===== config.mk =====
export PLATFORM = sky130hd
export DESIGN_NAME = instruction_fetch
export DESIGN_NICKNAME = d
export VERILOG_FILES = /design/src/rtl/fetch_pkg.sv /design/src/rtl/fetch_byte_assembler.sv /design/src/rtl/instruction_fetch.sv
export SDC_FILE = /design/constraint.sdc
export NUM_CORES = 1
export LEC_CHECK = 0
export ABC_CLOCK_PERIOD_IN_PS = 1700
export CAP_MARGIN = 25
export CORE_UTILIZATION = 57
export CTS_BUF_LIST = sky130_fd_sc_hd__clkbuf_8 sky130_fd_sc_hd__clkbuf_16
export DETAILED_ROUTE_END_ITERATION = 6
export DONT_BUFFER_PORTS = 1
export HOLD_SLACK_MARGIN = 0.15
export PLACE_DENSITY = 0.75
export SLEW_MARGIN = 30
export SYNTH_ARGS = -nofsm -noshare
export SYNTH_HDL_FRONTEND = slang
export SYNTH_HIERARCHICAL = 1
export SYNTH_SLANG_ARGS = --single-unit

===== constraint.sdc =====
create_clock -name clk -period 1.7 [get_ports clk]
set_clock_uncertainty 0.1 [all_clocks]
set_input_delay 0.17 -clock clk [delete_from_list [all_inputs] [get_ports clk]]
set_output_delay 0.17 -clock clk [all_outputs]
set_load 0.02 [all_outputs]

===== src/rtl/fetch_pkg.sv =====
// fetch_pkg: shared constants and types for the instruction fetch block.
//   DEF_ADDR_W          - byte address width of the instruction memory
//   DEF_RESET_PC        - default fetch PC after reset (4-byte aligned)
//   DEF_BYTES_PER_INSTR - bytes per instruction word
//   RD_DEPTH            - edges from address issue to byte capture
//   fetch_state_t       - fetch FSM states
package fetch_pkg;
  localparam int              DEF_ADDR_W          = 14;
  localparam logic [13:0]     DEF_RESET_PC        = 14'd4096;
  localparam int              DEF_BYTES_PER_INSTR = 4;
  // Address is sampled by the memory one edge after issue, and the byte is
  // captured one edge after that.
  localparam int              RD_DEPTH            = 2;

  typedef enum logic [1:0] {IDLE, ISSUE, DRAIN, HOLD} fetch_state_t;
endpackage


===== src/rtl/fetch_byte_assembler.sv =====
// fetch_byte_assembler: tracks bytes in flight through the synchronous
// memory read port and places each returned byte into its lane of the
// assembled little-endian word.
// Ports:
//   clk, reset          - clock, async active-high reset
//   flush               - drop everything in flight and clear the word
//   issue_valid/lane    - an address for byte 'lane' was issued this edge
//   byte_in             - byte returned by the memory
//   word                - assembled word, lane k in bits [8k+7:8k]
//   last_capture        - the top lane is being captured at this edge
module fetch_byte_assembler
  import fetch_pkg::*;
#(
  parameter int LANES  = DEF_BYTES_PER_INSTR,
  parameter int LANE_W = $clog2(LANES)
) (
  input  logic                clk,
  input  logic                reset,
  input  logic                flush,
  input  logic                issue_valid,
  input  logic [LANE_W-1:0]   issue_lane,
  input  logic [7:0]          byte_in,
  output logic [8*LANES-1:0]  word,
  output logic                last_capture
);
  logic [RD_DEPTH-1:0]             vld_pipe;
  logic [RD_DEPTH-1:0][LANE_W-1:0] lane_pipe;
  logic [LANES-1:0][7:0]           word_q;

  assign word         = word_q;
  assign last_capture = vld_pipe[RD_DEPTH-1] &&
                        (lane_pipe[RD_DEPTH-1] == LANE_W'(LANES-1));

  always_ff @(posedge clk or posedge reset) begin
    if (reset) begin
      vld_pipe  <= '0;
      lane_pipe <= '0;
      word_q    <= '0;
    end else begin
      // Stage 0 takes the new issue even on a flush: a redirect issues the
      // first byte of the new target on the same edge it flushes.
      vld_pipe[0]  <= issue_valid;
      lane_pipe[0] <= issue_lane;
      for (int i = 1; i < RD_DEPTH; i++) begin
        vld_pipe[i]  <= vld_pipe[i-1] & ~flush;
        lane_pipe[i] <= lane_pipe[i-1];
      end
      if (flush)
        word_q <= '0;
      else if (vld_pipe[RD_DEPTH-1])
        word_q[lane_pipe[RD_DEPTH-1]] <= byte_in;
    end
  end
endmodule


===== src/rtl/instruction_fetch.sv =====
// instruction_fetch: owns the fetch PC, issues four byte addresses per word
// to the 1-cycle synchronous instruction memory, and hands the assembled
// word to the decoder over valid/ready. No prefetch overlap: one word per
// 6 cycles with ready held high.
// Ports:
//   clk, reset                 - clock, async active-high reset
//   fetch_enable               - permits a new word fetch to start
//   mem_address/mem_read_data  - memory read port (address registered)
//   instr/instr_pc/instr_valid - word, its byte address, valid
//   instr_ready                - decoder accepts the word
//   redirect_valid/redirect_pc - load a new (word-aligned) fetch PC
module instruction_fetch
  import fetch_pkg::*;
#(
  parameter int                ADDR_W          = DEF_ADDR_W,
  parameter logic [ADDR_W-1:0] RESET_PC        = ADDR_W'(DEF_RESET_PC),
  parameter int                BYTES_PER_INSTR = DEF_BYTES_PER_INSTR
) (
  input  logic                         clk,
  input  logic                         reset,
  input  logic                         fetch_enable,
  output logic [ADDR_W-1:0]            mem_address,
  input  logic [7:0]                   mem_read_data,
  output logic [8*BYTES_PER_INSTR-1:0] instr,
  output logic [ADDR_W-1:0]            instr_pc,
  output logic                         instr_valid,
  input  logic                         instr_ready,
  input  logic                         redirect_valid,
  input  logic [ADDR_W-1:0]            redirect_pc
);
  localparam int LANE_W = $clog2(BYTES_PER_INSTR);

  fetch_state_t      state, state_next;
  logic [ADDR_W-1:0] pc, pc_next, addr_next, ipc_next, redirect_aligned;
  logic [LANE_W-1:0] cnt, cnt_next, issue_lane;
  logic              issue_valid, flush, valid_next, last_capture;
  logic              unused_redirect_lsbs;

  assign redirect_aligned     = {redirect_pc[ADDR_W-1:2], 2'b00};
  assign unused_redirect_lsbs = ^redirect_pc[1:0];

  always_comb begin
    state_next  = state;
    pc_next     = pc;
    addr_next   = mem_address;
    cnt_next    = cnt;
    issue_valid = 1'b0;
    issue_lane  = cnt;
    flush       = 1'b0;
    valid_next  = instr_valid;
    ipc_next    = instr_pc;

    if (redirect_valid) begin
      // Redirect beats everything, including a same-edge handshake.
      flush      = 1'b1;
      valid_next = 1'b0;
      pc_next    = redirect_aligned;
      state_next = IDLE;
      if (fetch_enable) begin
        state_next  = ISSUE;
        addr_next   = redirect_aligned;
        issue_valid = 1'b1;
        issue_lane  = '0;
        cnt_next    = LANE_W'(1);
      end
    end else begin
      unique case (state)
        IDLE: if (fetch_enable) begin
          state_next  = ISSUE;
          addr_next   = pc;
          issue_valid = 1'b1;
          issue_lane  = '0;
          cnt_next    = LANE_W'(1);
        end
        ISSUE: begin
          addr_next   = pc + ADDR_W'(cnt);
          issue_valid = 1'b1;
          issue_lane  = cnt;
          cnt_next    = cnt + LANE_W'(1);
          if (cnt == LANE_W'(BYTES_PER_INSTR-1)) state_next = DRAIN;
        end
        DRAIN: if (last_capture) begin
          valid_next = 1'b1;
          ipc_next   = pc;
          state_next = HOLD;
        end
        HOLD: if (instr_ready) begin
          valid_next = 1'b0;
          pc_next    = pc + ADDR_W'(BYTES_PER_INSTR);
          state_next = IDLE;
          if (fetch_enable) begin
            state_next  = ISSUE;
            addr_next   = pc + ADDR_W'(BYTES_PER_INSTR);
            issue_valid = 1'b1;
            issue_lane  = '0;
            cnt_next    = LANE_W'(1);
          end
        end
        default: state_next = IDLE;
      endcase
    end
  end

  always_ff @(posedge clk or posedge reset) begin
    if (reset) begin
      state       <= IDLE;
      pc          <= RESET_PC;
      mem_address <= RESET_PC;
      cnt         <= '0;
      instr_valid <= 1'b0;
      instr_pc    <= '0;
    end else begin
      state       <= state_next;
      pc          <= pc_next;
      mem_address <= addr_next;
      cnt         <= cnt_next;
      instr_valid <= valid_next;
      instr_pc    <= ipc_next;
    end
  end

  fetch_byte_assembler #(.LANES(BYTES_PER_INSTR), .LANE_W(LANE_W)) u_asm (
    .clk          (clk),
    .reset        (reset),
    .flush        (flush),
    .issue_valid  (issue_valid),
    .issue_lane   (issue_lane),
    .byte_in      (mem_read_data),
    .word         (instr),
    .last_capture (last_capture)
  );
endmodule


==> results.sh <==
export IMPL_fillCellCount=360
export IMPL_setup_viol=18
export IMPL_drc_errors=0
export IMPL_antenna_found_initial=0
export IMPL_ys_seq_elements=81
export IMPL_wl_per_cell_um=20.7
export IMPL_grt_usage=0.331
export IMPL_p_switching_mw=2.46
export IMPL_die_height_um=87.2
export IMPL_insertion_delay_ns=0.36
export IMPL_grt_ovfl_total=0
export IMPL_gp_congestion=0.870
export IMPL_fin_util=0.813
export IMPL_status="complete, but fails checks"
export IMPL_cts_root_buf="clkbuf_8"
export IMPL_postSynthAreaPerCell_um2=11.1
export IMPL_violations="hold timing, setup timing"
export IMPL_mostFrequentLayoutCell="dfrtp_1"
export IMPL_power_frac_seq=0.440
export IMPL_clkTransAtPathRegs_ns=0.09
export IMPL_drive_gt1_frac=0.252
export IMPL_min_period_ns=1.83
export IMPL_dr_total_vias=3509
export IMPL_syn_area_um2=4140
export IMPL_final_cell_mix="dfrtp_1, dlygate4sd3_1, nand2b_1, buf_4, mux2i_1"
export IMPL_hold_slack_ns=-0.204
export IMPL_worstMarginPinSlew_ns=0.562
export IMPL_grt_pass1_vias=3713
export IMPL_cp_start_kind="register"
export IMPL_path_class="reg2reg"
export IMPL_clk_path_buf_depth=2
export IMPL_cts_buffers=9
export IMPL_die_area_um2=7600
export IMPL_synthToLayoutAreaGrowth_pct=35.8
export IMPL_drt_first_pass_iters=5
export IMPL_required_ns=1.85
export IMPL_cts_sinks=81
export IMPL_async_reset_ff_frac=1.00
export IMPL_synth_edff_count=0
export IMPL_rrSetupSlack_ns=-0.13
export IMPL_syn_inst=372
export IMPL_slew_viol_final=0
export IMPL_fin_cells=584
export IMPL_diodes=0
export IMPL_viasPerCell=6.01
export IMPL_yosysWarnings=6
export IMPL_num_io_pins=88
export IMPL_h_tree_depth=3
export IMPL_p_per_area_nw_per_um2=1150
export IMPL_swShare=0.380
export IMPL_clkPwrFrac=0.202
export IMPL_worst_setup_path_end_kind="register"
export IMPL_drt_total_wl_um=12100
export IMPL_ant_nets=0
export IMPL_final_hold_violation_count=18
export IMPL_p_leak_nw=2.47
export IMPL_drt_initial_drc_count=338
export IMPL_synth_distinct_cells=58
export IMPL_grt_pass1_wl_um=18700
export IMPL_maxCapViolCount=0
export IMPL_coreArea_um2=6910
export IMPL_initial_core_util=0.599
export IMPL_place_hpwl_um=6530
export IMPL_intPower_mw=4.02
export IMPL_finalCritPeriodShare=1.08
export IMPL_synthFlopType="dfrtp_1"
export IMPL_grt_max_degree=82
export IMPL_worst_slack_ns=-0.132
export IMPL_max_freq_mhz=546
export IMPL_rsz0062_at_grt="true"
export IMPL_nNetsFinal=516
export IMPL_crit_path_max_fanout=8
export IMPL_port_buffers=0
export IMPL_seq_area_frac_synth=0.491
export IMPL_vdd_drop_max_v=0.000972
export IMPL_hold_path_class="in2reg"
export IMPL_pwr_share_comb=0.358
export IMPL_die_x_um=87.2
export IMPL_maxSlewHeadroom=0.625
export IMPL_dp_cells=493
export IMPL_cts_tree="done"
export IMPL_cp_arrival_ns=1.98
export IMPL_rows=30
export IMPL_fin_tns_setup_ns=-1.38
## state kept, by name, indices dropped and copies added (netlist names)
| signal | count |
|---|---|
| instr_pc | 12 |
| mem_address | 14 |
| instr_valid | 1 |
| pc | 12 |
| u_asm/vld_pipe | 2 |
| state | 2 |
| cnt | 2 |
| u_asm/lane_pipe | 4 |
| u_asm/word | 32 |
## layer usage
layer,part of all wire,track usage
met1,0.39,0.390
met2,0.50,0.566
met3,0.072,0.0739
met4,0.037,0.173
met5,0,0
## final cells by class
| type | count | area, um^2 | share of cell area |
|---|---|---|---|
| Clock inverter | 7 | 53.8 | 0.00958 |
| Multi-Input combinational cell | 260 | 2110 | 0.375 |
| Tap cell | 96 | 120 | 0.0214 |
| Inverter | 8 | 30.0 | 0.00535 |
| Clock buffer | 9 | 124 | 0.0221 |
| Timing Repair Buffer | 123 | 1150 | 0.205 |
| Sequential cell | 81 | 2030 | 0.362 |
## worst max-delay path, cell delays in order, from the launching register on
cell and delay [ns]:
dfrtp_2 0.46, ha_4 0.21, buf_12 0.14, nand2_4 0.07, a21oi_4 0.08, nor2_4 0.30, mux2_1 0.36
## final timing paths
kind                                 endpoint  cells after the start          startpoint
setup / recovery               mem_address[6]                      6            state[0]
hold / removal                    instr_valid                      1      redirect_valid
setup reg to reg               mem_address[6]                      6            state[0]
hold reg to reg            u_asm/lane_pipe[2]                      0  u_asm/lane_pipe[0]
max in group asynchronous  u_asm/lane_pipe[2]                      3               reset
min in group asynchronous      u_asm/word[27]                      3               reset
## power by group through the flow
stage          Clock [mW]  Sequential [mW]  Combinational, mW
3_5_place_dp            0             2.85               1.80
4_1_cts              1.30             2.83               2.11
3_3_place_gp            0             2.83               1.75
2_1_floorplan           0             2.77               1.22
5_1_grt              1.39             2.89               2.47
6_report             1.31             2.85               2.32
## cells by family after synthesis
kind of cell / count (synthesis) / synth area share
simple gates: 126 / 0.187
flops: 81 / 0.491
compound gates: 58 / 0.0944
mux: 57 / 0.144
buf+inv: 32 / 0.0412
xor+xnor: 11 / 0.0233
fa+ha+maj: 6 / 0.0182
other cells: 1 / 0.000907
## Yosys cell counts (all sizes together) (3+ instances only)
| master | count | share of area |
|---|---|---|
| dfrtp | 79 | 0.48 |
| nand2b | 50 | 0.079 |
| mux2i | 37 | 0.090 |
| nand2 | 26 | 0.025 |
| o21ai | 25 | 0.030 |
| mux2 | 20 | 0.054 |
| buf | 17 | 0.028 |
| a21oi | 9 | 0.016 |
| nor2 | 9 | 0.010 |
| nor3 | 8 | 0.0097 |
| clkbuf | 7 | 0.0064 |
| inv | 7 | 0.0064 |
| nand3 | 7 | 0.0085 |
| nand4 | 7 | 0.016 |
| ha | 6 | 0.018 |
| xnor2 | 6 | 0.013 |
| xor2 | 5 | 0.011 |
| and2 | 4 | 0.0061 |
| and4 | 4 | 0.0088 |
| a2bb2oi | 3 | 0.0064 |
| nor4 | 3 | 0.0076 |
| o31ai | 3 | 0.0054 |
## through the flow
step	instance area (um^2)	setup slack [ns]	power, mW
after floorplan	4170	-0.0670	3.99
after global placement	4540	-0.0917	4.57
after detailed placement	4540	-0.155	4.65
after CTS	5530	-0.0992	6.24
after global routing	5620	-0.163	6.75
final	5620	-0.132	6.48
## repair_timing
item                       4_1_cts  5_1_grt
setup endpoints to repair       22       37
gates resized for setup         19       16
gates cloned                     0        0
buffers inserted                 2        1
hold buffers                    71        1
hold endpoints to repair       148       29
pin swaps                       11        8
(Power assumes the default switching activity.)
